## config.mk

```make
export PLATFORM = sky130hd
export DESIGN_NAME = maxpool_2x2_stream
export DESIGN_NICKNAME = d
export VERILOG_FILES = /design/src/rtl/maxpool_2x2_stream_pkg.sv /design/src/rtl/maxpool_max2.sv /design/src/rtl/maxpool_2x2_stream.sv
export SDC_FILE = /design/constraint.sdc
export NUM_CORES = 1
export LEC_CHECK = 0
export ABC_AREA = 1
export CAP_MARGIN = 20
export CORE_MARGIN = 2
export CORE_UTILIZATION = 65
export CTS_BUF_LIST = sky130_fd_sc_hd__clkbuf_8
export CTS_CLUSTER_DIAMETER = 40
export DETAILED_ROUTE_END_ITERATION = 8
export PLACE_DENSITY = 0.95
export SLEW_MARGIN = 5
export SYNTH_ARGS = -nofsm -noshare
export SYNTH_HDL_FRONTEND = slang
export SYNTH_SLANG_ARGS = --single-unit
```

## constraint.sdc

```tcl
create_clock -name clk -period 8.5 [get_ports clk]
set_input_delay 1.7 -clock clk [delete_from_list [all_inputs] [get_ports clk]]
set_output_delay 1.7 -clock clk [all_outputs]
set_load 0.02 [all_outputs]
```

## src/rtl/maxpool_2x2_stream_pkg.sv

```systemverilog
// Shared helpers for the 2x2 stride-2 max-pool stage.
// Provides the counter/address width function.
package maxpool_2x2_stream_pkg;

    // Bits needed to index n items. Never returns less than 1.
    function automatic int clog2(input int n);
        int r;
        r = 0;
        while ((1 << r) < n) begin
            r++;
        end
        return (r < 1) ? 1 : r;
    endfunction

endpackage

```

## src/rtl/maxpool_max2.sv

```systemverilog
// Combinational 2-input maximum, signed or unsigned.
// Ports: a, b operands; y = larger of the two.
module maxpool_max2
    import maxpool_2x2_stream_pkg::*;
#(
    parameter int Datawidth = 32,
    parameter int SIGNED    = 1
) (
    input  logic [Datawidth-1:0] a,
    input  logic [Datawidth-1:0] b,
    output logic [Datawidth-1:0] y
);

    logic a_gt;

    always_comb begin
        a_gt = 1'b0;
        if (SIGNED != 0) begin
            a_gt = $signed(a) > $signed(b);
        end else begin
            a_gt = a > b;
        end
        y = a_gt ? a : b;
    end

endmodule

```

## src/rtl/maxpool_2x2_stream.sv

```systemverilog
// Streaming 2x2 stride-2 max-pool over a raster pixel stream.
// Ports: clk, rst (async high), valid_in/In pixel stream,
// valid_out/Out pooled pixel, out_last on the final pooled pixel.
module maxpool_2x2_stream
    import maxpool_2x2_stream_pkg::*;
#(
    parameter int IMG_Width  = 4,
    parameter int IMG_Height = 4,
    parameter int Datawidth  = 32,
    parameter int SIGNED     = 1
) (
    input  logic                 clk,
    input  logic                 rst,
    input  logic                 valid_in,
    input  logic [Datawidth-1:0] In,
    output logic                 valid_out,
    output logic [Datawidth-1:0] Out,
    output logic                 out_last
);

    localparam int PW    = IMG_Width / 2;
    localparam int PH    = IMG_Height / 2;
    localparam int COL_W = clog2(IMG_Width);
    localparam int ROW_W = clog2(IMG_Height);
    localparam int LB_AW = clog2(PW);

    localparam logic [COL_W-1:0] COL_MAX = COL_W'(IMG_Width - 1);
    localparam logic [ROW_W-1:0] ROW_MAX = ROW_W'(IMG_Height - 1);
    // Last column/row that belongs to a complete window.
    localparam logic [COL_W-1:0] COL_END = COL_W'(2 * PW - 1);
    localparam logic [ROW_W-1:0] ROW_END = ROW_W'(2 * PH - 1);

    if (IMG_Width < 2 || IMG_Height < 2) begin : g_param_err
        $error("maxpool_2x2_stream: IMG_Width and IMG_Height must be >= 2");
    end

    logic [COL_W-1:0]     col_cnt;
    logic [ROW_W-1:0]     row_cnt;
    logic [Datawidth-1:0] pair_reg;
    logic [Datawidth-1:0] line_buf [PW];
    logic [LB_AW-1:0]     lb_idx;
    logic [Datawidth-1:0] lb_rd;
    logic [Datawidth-1:0] hmax;
    logic [Datawidth-1:0] vmax;
    logic                 in_win;
    logic                 take;
    logic                 col_wrap;
    logic                 row_wrap;

    assign col_wrap = (col_cnt == COL_MAX);
    assign row_wrap = (row_cnt == ROW_MAX);
    // Trailing odd column/row never reaches a complete window.
    assign in_win   = (col_cnt <= COL_END) && (row_cnt <= ROW_END);
    // A window's right-hand pixel completes a horizontal pair.
    assign take     = valid_in && col_cnt[0] && in_win;
    assign lb_idx   = LB_AW'(col_cnt >> 1);
    assign lb_rd    = line_buf[lb_idx];

    maxpool_max2 #(
        .Datawidth (Datawidth),
        .SIGNED    (SIGNED)
    ) u_hmax (
        .a (pair_reg),
        .b (In),
        .y (hmax)
    );

    maxpool_max2 #(
        .Datawidth (Datawidth),
        .SIGNED    (SIGNED)
    ) u_vmax (
        .a (hmax),
        .b (lb_rd),
        .y (vmax)
    );

    always_ff @(posedge clk or posedge rst) begin
        if (rst) begin
            col_cnt <= '0;
            row_cnt <= '0;
        end else if (valid_in) begin
            if (col_wrap) begin
                col_cnt <= '0;
                row_cnt <= row_wrap ? '0 : row_cnt + ROW_W'(1);
            end else begin
                col_cnt <= col_cnt + COL_W'(1);
            end
        end
    end

    always_ff @(posedge clk or posedge rst) begin
        if (rst) begin
            pair_reg <= '0;
        end else if (valid_in && !col_cnt[0]) begin
            pair_reg <= In;
        end
    end

    // Always written on the even row before the odd row reads it.
    always_ff @(posedge clk) begin
        if (take && !row_cnt[0]) begin
            line_buf[lb_idx] <= hmax;
        end
    end

    always_ff @(posedge clk or posedge rst) begin
        if (rst) begin
            Out       <= '0;
            valid_out <= 1'b0;
            out_last  <= 1'b0;
        end else begin
            valid_out <= take && row_cnt[0];
            out_last  <= take && row_cnt[0] &&
                         (col_cnt == COL_END) &&
                         (row_cnt == ROW_END);
            if (take && row_cnt[0]) begin
                Out <= vmax;
            end
        end
    end

endmodule

```

== Word-level counts from Yosys, hierarchy flattened ==
Memory sizes are Yosys's and may differ from the RTL's.
Cells that the tools add are included.
Cells by class
  $add $sub $neg: 2
  magnitude comparators: 4
  equality and inequality tests: 2
  mux-type cells: 6
  reductions and logical operators: 11
Operators by type and width (count)
  $gt 32x32->1: 2
  $mux 32: 2
  $logic_and 1x1->1: 8
  $add 2x1->2 const B: 2
  $eq 2x2->1 const B: 2
  $le 2x2->1 const B: 2
  $mux 2: 2
  $logic_not 1->1: 2
  $mux 1: 2
  $reduce_and 2->1: 1
Word-level totals
  bits in registers: 70
  memory bits (writable): 64
  input bits: 35
  output and inout bits: 34
  logic and storage cells: 32
  memories kept: 1
Memories
  line_buf: words 2, bits a word 32, rd ports 1, clocked after memory_dff 0, write ports 1, RTL line maxpool_2x2_stream.sv:40  | logic [Datawidth-1:0] line_buf [PW];

== Logic depth before layout (Yosys ltp) ==
Gate-level depths: netlist of run 1.
  word-level depth: 6
  mapped depth: 38
  depth with buffers taken out: 36

== Hierarchy ==
A second synthesis of run 1 with hierarchy kept.
Second synthesis, totals
  cells, all modules: 987
  area total of the unflattened synthesis: 7905.1 um^2
Modules (own cells, without submodules)
  maxpool_2x2_stream: times used 1, cells each 479, area an instance 5127.4 um^2, seq. area each 3673.5 um^2
  maxpool_max2: times used 2, cells each 254, area an instance 1388.8 um^2, seq. area each 0.0 um^2

== Least setup slack after synthesis of run 1 ==
OpenSTA, ideal clock, no wires.
  kind: input port to flip-flop
  start: input port In[31]
  end: register Out[10]
  setup time: 0.117 ns
  arrival time: 4.712 ns
  data required time: 8.383 ns
  setup slack: 3.671 ns
  stages: 24
  path buffers: 2
  cells stage by stage: inv_1 > ha_1 > nand2_1 > nor2_2 > nand2_2 > nor3b_2 > nand2_1 > nand3_2 > nand3_4 > buf_12 > nand2_4 > nand2_1 > ha_1 > nand2_1 > nor2_1 > nand2_1 > inv_1 > a21oi_1 > nand3_1 > a21oi_4 > clkbuf_4 > nand3_2 > nand2_1 > nand2_1
On the way
  cells in the longest elaborated chain, start to end: 4
Ends and longest elaborated chain
  from (decl): RTL line maxpool_2x2_stream.sv:15  | input logic [Datawidth-1:0] In,
  $gt 32x32->1: RTL line maxpool_max2.sv:19  | a_gt = $signed(a) > $signed(b);
  $mux 32 (*): RTL line maxpool_max2.sv:23  | y = a_gt ? a : b;
  named net hmax[31]: RTL line maxpool_2x2_stream.sv:43  | logic [Datawidth-1:0] hmax;
  $gt 32x32->1 (*): RTL line maxpool_max2.sv:19
  $mux 32 (*): RTL line maxpool_max2.sv:23
  to (signal assigned): RTL line maxpool_2x2_stream.sv:117  | Out <= vmax;
  to (decl): RTL line maxpool_2x2_stream.sv:17  | output logic [Datawidth-1:0] Out,
The timed path passes the listed nets; every way through them passes the cells marked *.
A chain may end at the register's enable or synchronous reset.

== Worst setup path in the final report of run 1 ==
  start: input port In[27]
  end: register Out[5]
On the way
  cells in the longest elaborated chain, start to end: 4
Ends and longest elaborated chain (RTL line)
  $gt 32x32->1: maxpool_max2.sv:19
  $mux 32: maxpool_max2.sv:23
  named net hmax[17]: maxpool_2x2_stream.sv:43
  $gt 32x32->1: maxpool_max2.sv:19
  $mux 32: maxpool_max2.sv:23
The timed path passes the listed nets, and every way through them passes these cells.

==> impl_metrics.py, run 1 <==
metrics = {
    "status": {
        "outcome": "complete, no violations",
    },
    "pwr": {
        "leakage_nw": 4.39,
        "p_total_w": 0.00377,
        "worst_ir_drop_vdd_uv": 230,
        "power_density_nw_per_um2": 420,
    },
    "synthesis": {
        "yosysSeqAreaShare": 0.470,
        "ys_seq_elements": 134,
        "muxShareOfSynthArea": 0.0397,
        "ys.warnings.count": 0,
        "synth_xor_area_frac": 0,
        "ys_types": 32,
        "synth_compound_area_frac": 0.0691,
        "synthSimpleGateAreaFrac": 0.260,
        "syn_area_um2": 7820,
        "synthCells": 812,
        "synth_fa_ha_area_frac": 0.106,
        "synth_top_family_by_area": "simple AND/OR/NAND/NOR gates",
        "syn_avg_cell_area_um2": 9.63,
        "synth.net_count": 913,
    },
    "die": {
        "fp.dieW_um": 114,
        "num_rows": 40,
        "die-area_um2": 12900,
        "placeableCoreArea_um2": 11900,
        "io_pins": 69,
        "dieHeight_um": 114,
        "initial_core_util": 0.659,
    },
    "routing": {
        "drtAntennaViolNets": 0,
        "drc": 0,
        "wl_um": 18200,
        "num_vias": 6258,
        "drt-initial-drc-count": 546,
        "routedWlPerCell_um": 17.6,
        "dr.pass1.iters": 5,
        "via_per_inst": 6.06,
    },
    "global_route": {
        "grt.overflow.total": 0,
        "grt_pass1_vias": 6370,
        "grt_antenna_before_repair": 0,
        "grt_pass1_wl_um": 29800,
        "grt_max_degree": 71,
        "track_usage": 0.297,
    },
    "placed_design": {
        "placed_cell_area_um2": 8570,
        "post-place-cells": 1001,
        "gp_congestion": 0.824,
        "portBuffers": 68,
        "hpwl_um": 11600,
        "place_ws_ps": 1160,
    },
    "timing": {
        "finClkSkew_ps": 16.5,
        "max_clock_freq_ghz": 0.140,
        "period_minus_slack_ps": 7170,
        "worstMarginPinSlew_ps": 1080,
        "setup-violations-final": 0,
        "tns_ps": 0,
        "fin_crit_sh": 0.843,
        "finalWorstSetupSlack_ps": 1330,
        "rsz0062_at_grt": "false",
        "hold_viol": 0,
        "maxSlewHeadroom": 0.281,
        "drv_slew": 0,
    },
    "finish": {
        "final_area_um2": 8980,
        "area_growth_pct": 14.8,
        "final_cells": 1033,
        "num_antenna_cells": 0,
        "drive_gt1_frac": 0.134,
        "largest_reg_flops": 64,
        "nets": 974,
    },
    "clock_tree": {
        "path_clk_slew_ps": 70,
        "cts_tree": "yes",
        "clkLatencyLatePin_ps": 460,
        "cts-resized-gates": 0,
        "cts_sinks": 134,
        "htreeDepth": 4,
        "cts-root-buf": "clkbuf_8",
        "holdBufCountCts": 0,
        "postCtsSetupBuffers": 0,
        "cts_max_path_buffers": 2,
        "cts-buffers-inserted": 17,
    },
    "flow_run": {
        "drv_cap": 0,
    },
    "critical_path": {
        "worstSetupPathType": "input pin to flip-flop",
        "regToRegSetupSlack_ps": 2810,
        "cp_data_arrival_time_ps": 7510,
        "max_stage_delay_ps": 670,
        "worst_setup_path_end_kind": "flip-flop",
        "crit_top_cell": "nand2_1",
        "reg2reg_depth": 28,
        "critPathLaunch": "In[27]",
        "r2r-start": "pair_reg[5]",
        "timing.rr.end": "Out[5]",
        "slowest_stage": "a21oi_4",
        "cp_data_required_time_ps": 8840,
        "crit_end": "Out[5]",
        "startpoint_type": "input pin",
        "cp_max_fo": 33,
    },
    "min_path": {
        "min_from": "Out[18]",
        "min-delay-path-class": "flip-flop to flip-flop",
    },
}
[placed cells by master (no fill, tap or decap), types with 3 or more instances in the layout]
cell             instances
o21ai_0                 39
nand4_1                 36
nand3_1                 11
nor2_1                  24
nand2_1                238
a21oi_1                 58
clkinv_2                 5
edfxtp_1                64
clkbuf_8                20
clkdlybuf4s50_1         68
mux2i_1                 31
inv_1                   58
dfrtp_1                 69
nand2_2                  5
buf_4                    8
bufinv_16                3
ha_1                    66
nand3_2                 29
inv_2                    5
nand2_4                 30
[how the worst min path moves through the flow]
stage / depth (start not counted) / end
2_1_floorplan: 2 / row_cnt[1]
3_3_place_gp: 2 / Out[13]
3_5_place_dp: 2 / Out[8]
4_1_cts: 2 / Out[8]
5_1_grt: 2 / Out[8]
6_report: 2 / Out[18]
[final cells by class]
| class | instances | area [um^2] |
|---|---|---|
| Multi-Input combinational cell | 583 | 3720 |
| Sequential cell | 134 | 3670 |
| Fill cell | 708 | 2880 |
| Timing Repair Buffer | 77 | 761 |
| Clock buffer | 20 | 275 |
| Inverter | 60 | 225 |
| Tap cell | 147 | 184 |
| Clock inverter | 12 | 135 |
[where the power goes]
group / switching, W / leakage (nW) / total, W / internal, W
Clock: 0.000243 / 0.226 / 0.000550 / 0.000308
Sequential: 0.000158 / 1.46 / 0.00110 / 0.000947
Combinational: 0.00134 / 2.71 / 0.00211 / 0.000776
[Yosys cell counts]
cell	number	area (um^2)
inv_1	57	214
ha_1	66	826
nor3b_2	1	12.5
buf_4	2	15.0
clkbuf_1	17	63.8
o21a_1	2	15.0
nand3_4	1	17.5
buf_2	12	60.1
inv_2	3	11.3
nand2_4	30	338
nand2_2	5	31.3
buf_12	3	60.1
a21oi_1	58	290
nand2_1	238	893
a21oi_2	1	8.76
dfrtp_1	70	1750
nor4_4	1	21.3
nand3_2	29	290
or2_2	1	6.26
nand3_1	11	55.1
nand4_4	1	21.3
a21oi_4	1	16.3
nor2_1	24	90.1
nand4_2	1	12.5
a21o_1	2	15.0
clkbuf_4	1	7.51
nand4_1	36	225
mux2i_1	31	310
o21ai_0	39	195
nor2_2	1	6.26
edfxtp_1	64	1920
nor3_1	3	15.0
[routing by layer]
metal	GRT usage	wire (um)	vias up	share of wire
met1	0.366	7200	2970	0.40
met2	0.494	9020	336	0.50
li1	-	-	2890	-
met3	0.0659	1380	62	0.076
met4	0.154	597	0	0.033
met5	0	0	-	0
[stage by stage]
step,hold slack [ps],util
2_1_floorplan,453,-
3_3_place_gp,464,0.722
3_5_place_dp,464,0.722
4_1_cts,483,0.757
5_1_grt,495,0.757
6_report,479,0.757
[worst max-delay path, delay by kind of cell]
kind | cells | cell delay (ps)
AND/OR/NAND/NOR | 17 | 2400
adder cells (fa/ha/maj) | 2 | 670
AO/OA/AOI/OAI | 5 | 1390
buffers and inverters | 4 | 1340
[kinds of logic after synthesis]
| logic type | after synthesis |
|---|---|
| buffers and inverters | 95 |
| multiplexers | 31 |
| AO/OA/AOI/OAI | 103 |
| flip-flops | 134 |
| adder cells (fa/ha/maj) | 66 |
| AND/OR/NAND/NOR | 383 |
Power figures use the tool's default switching activity.
==> run 2: changes to the inputs <==
--- a/config.mk
+++ b/config.mk
@@ -8,11 +8,11 @@
 export ABC_AREA = 1
 export CAP_MARGIN = 20
 export CORE_MARGIN = 2
-export CORE_UTILIZATION = 65
+export CORE_UTILIZATION = 60
 export CTS_BUF_LIST = sky130_fd_sc_hd__clkbuf_8
 export CTS_CLUSTER_DIAMETER = 40
 export DETAILED_ROUTE_END_ITERATION = 8
-export PLACE_DENSITY = 0.95
+export PLACE_DENSITY = 0.9
 export SLEW_MARGIN = 5
 export SYNTH_ARGS = -nofsm -noshare
 export SYNTH_HDL_FRONTEND = slang
==> constraint.sdc (replaced) <==
create_clock -name clk -period 7.2 [get_ports clk]
set_input_delay 1.44 -clock clk [delete_from_list [all_inputs] [get_ports clk]]
set_output_delay 1.44 -clock clk [all_outputs]
set_load 0.02 [all_outputs]
==> run 2 against run 1 <==
Core utilization down 4.5 points; non-clock buffer count increased by 3; clock-buffer cell count is 2 lower; critical path depth decreased by 4; clock skew is 6.2 ps lower; critical endpoint is now Out[18].
==> impl_metrics.py, run 2 (same netlist as run 1, synthesis figures left out) <==
metrics = {
    "placed_design": {
        "portBuffers": 68,
        "gp_congestion": 0.875,
        "hpwl_um": 11500,
    },
    "timing": {
        "hold_viol": 0,
        "worstMarginPinSlew_ps": 1050,
        "period_minus_slack_ps": 5770,
        "setup-violations-final": 0,
        "max_clock_freq_ghz": 0.173,
        "tns_ps": 0,
        "maxSlewHeadroom": 0.297,
        "finClkSkew_ps": 10.3,
        "drv_slew": 0,
        "rsz0062_at_grt": "false",
        "fin_crit_sh": 0.801,
    },
    "finish": {
        "largest_reg_flops": 64,
        "area_growth_pct": 15.4,
        "final_cell_mix": "238 x nand2_1, 69 x dfrtp_1, 68 x clkdlybuf4s50_1",
        "postLayoutCoreUtil": 0.712,
        "num_antenna_cells": 0,
        "final_common_cell": "nand2_1",
        "drive_gt1_frac": 0.136,
        "nets": 977,
    },
    "die": {
        "num_rows": 41,
        "fp.dieW_um": 118,
        "die-area_um2": 14000,
        "dieHeight_um": 118,
        "io_pins": 69,
        "initial_core_util": 0.617,
        "placeableCoreArea_um2": 12700,
    },
    "clock_tree": {
        "clkLatencyLatePin_ps": 460,
        "cts_tree": "yes",
        "htreeDepth": 4,
        "cts_max_path_buffers": 2,
        "cts-root-buf": "clkbuf_8",
        "cts_sinks": 134,
        "cts-buffers-inserted": 17,
        "cts-resized-gates": 0,
        "postCtsSetupBuffers": 0,
        "holdBufCountCts": 0,
        "path_clk_slew_ps": 70,
    },
    "pwr": {
        "leakage_nw": 4.38,
        "worst_ir_drop_vdd_uv": 252,
        "power_density_nw_per_um2": 489,
    },
    "global_route": {
        "grt_max_degree": 71,
        "track_usage": 0.265,
        "grt_pass1_wl_um": 29200,
        "grt_antenna_before_repair": 0,
        "grt_pass1_vias": 6047,
        "grt.overflow.total": 0,
    },
    "min_path": {
        "hold_path_end": "Out[4]",
        "min-delay-path-class": "flip-flop to flip-flop",
        "hold_path_depth": 2,
        "min_from": "Out[4]",
    },
    "routing": {
        "num_vias": 5987,
        "drt-initial-drc-count": 435,
        "wl_um": 17700,
        "routedWlPerCell_um": 16.7,
        "drtAntennaViolNets": 0,
        "via_per_inst": 5.65,
        "dr.pass1.iters": 5,
        "drc": 0,
    },
    "critical_path": {
        "cp_data_required_time_ps": 7590,
        "worst_setup_path_end_kind": "flip-flop",
        "slowest_stage": "clkdlybuf4s50_1",
        "cp_cell_sequence": "clkdlybuf4s50_1 > inv_1 > ha_1 > nand2_1 > nor2_2 > nand2_2 > nor3b_2 > nand2_1 > nand3_2 > buf_4 > nand4_1 > nand2_1 > ha_1 > nand2_1 > nor2_1 > nand2_1 > inv_1 > a21oi_1 > nand3_1 > nand2_1 > nand2_2 > a21oi_1 > nand2_1 > nand2_1",
        "r2r-start": "pair_reg[15]",
        "worstSetupPathType": "input pin to flip-flop",
        "startpoint_type": "input pin",
        "regToRegSetupSlack_ps": 2660,
        "reg2reg_depth": 22,
        "critPathLaunch": "In[31]",
        "cp_max_fo": 32,
        "cp_data_arrival_time_ps": 6160,
        "timing.rr.end": "Out[18]",
        "max_stage_delay_ps": 580,
        "crit_top_cell": "nand2_1",
    },
    "status": {
        "outcome": "complete, no violations",
    },
    "flow_run": {
        "drv_cap": 0,
    },
}
[run 2: final cells by class]
class / instances / area, um^2
fillers: 897 / 3650
clock inverters: 13 / 139
well taps: 172 / 215
repair buffers: 80 / 796
multi-input cells: 583 / 3720
inverters: 60 / 225
clock buffers: 18 / 248
flip-flops and latches: 134 / 3670
[run 2: through the flow]
step / hold WS (ps) / worst slack (ps) / power [W] / cells / cell area [um^2]
global route: 496 / 1120 / 0.00473 / 1060 / 9020
floorplan: 453 / 2630 / 0.00310 / 812 / 7820
finish: 479 / 1430 / 0.00441 / 1060 / 9020
global placement: 464 / 1200 / 0.00365 / 1028 / 8610
detailed placement: 464 / 1090 / 0.00374 / 1028 / 8610
CTS: 484 / 1510 / 0.00439 / 1059 / 9000
[run 2: worst max-delay path by stage]
stage	cells past startpoint	slack (ps)	endpoint
2_1_floorplan	24	2630	Out[10]
3_3_place_gp	23	1200	Out[8]
3_5_place_dp	23	1090	Out[18]
4_1_cts	26	1510	Out[18]
5_1_grt	25	1120	Out[29]
6_report	24	1430	Out[18]
[run 2: critical path, delay by kind of cell]
kind                     cells  cell delay (ps)
buffers and inverters        4             1130
AND/OR/NAND/NOR             16             2350
AO/OA/AOI/OAI                2              540
adder cells (fa/ha/maj)      2              670
[run 2: report_power, final]
part | internal (W) | switching, W | leakage, nW | total, W
combinational | 0.000914 | 0.00157 | 2.73 | 0.00248
sequential | 0.00112 | 0.000183 | 1.46 | 0.00130
clock | 0.000341 | 0.000286 | 0.204 | 0.000627
[run 2: layer usage]
metal,share of wire,global-route usage,wire [um],vias up
li1,-,-,-,2894
met1,0.42,0.337,7480,2835
met2,0.49,0.438,8620,221
met3,0.064,0.0550,1130,37
met4,0.025,0.117,449,0
met5,0,0,0,-
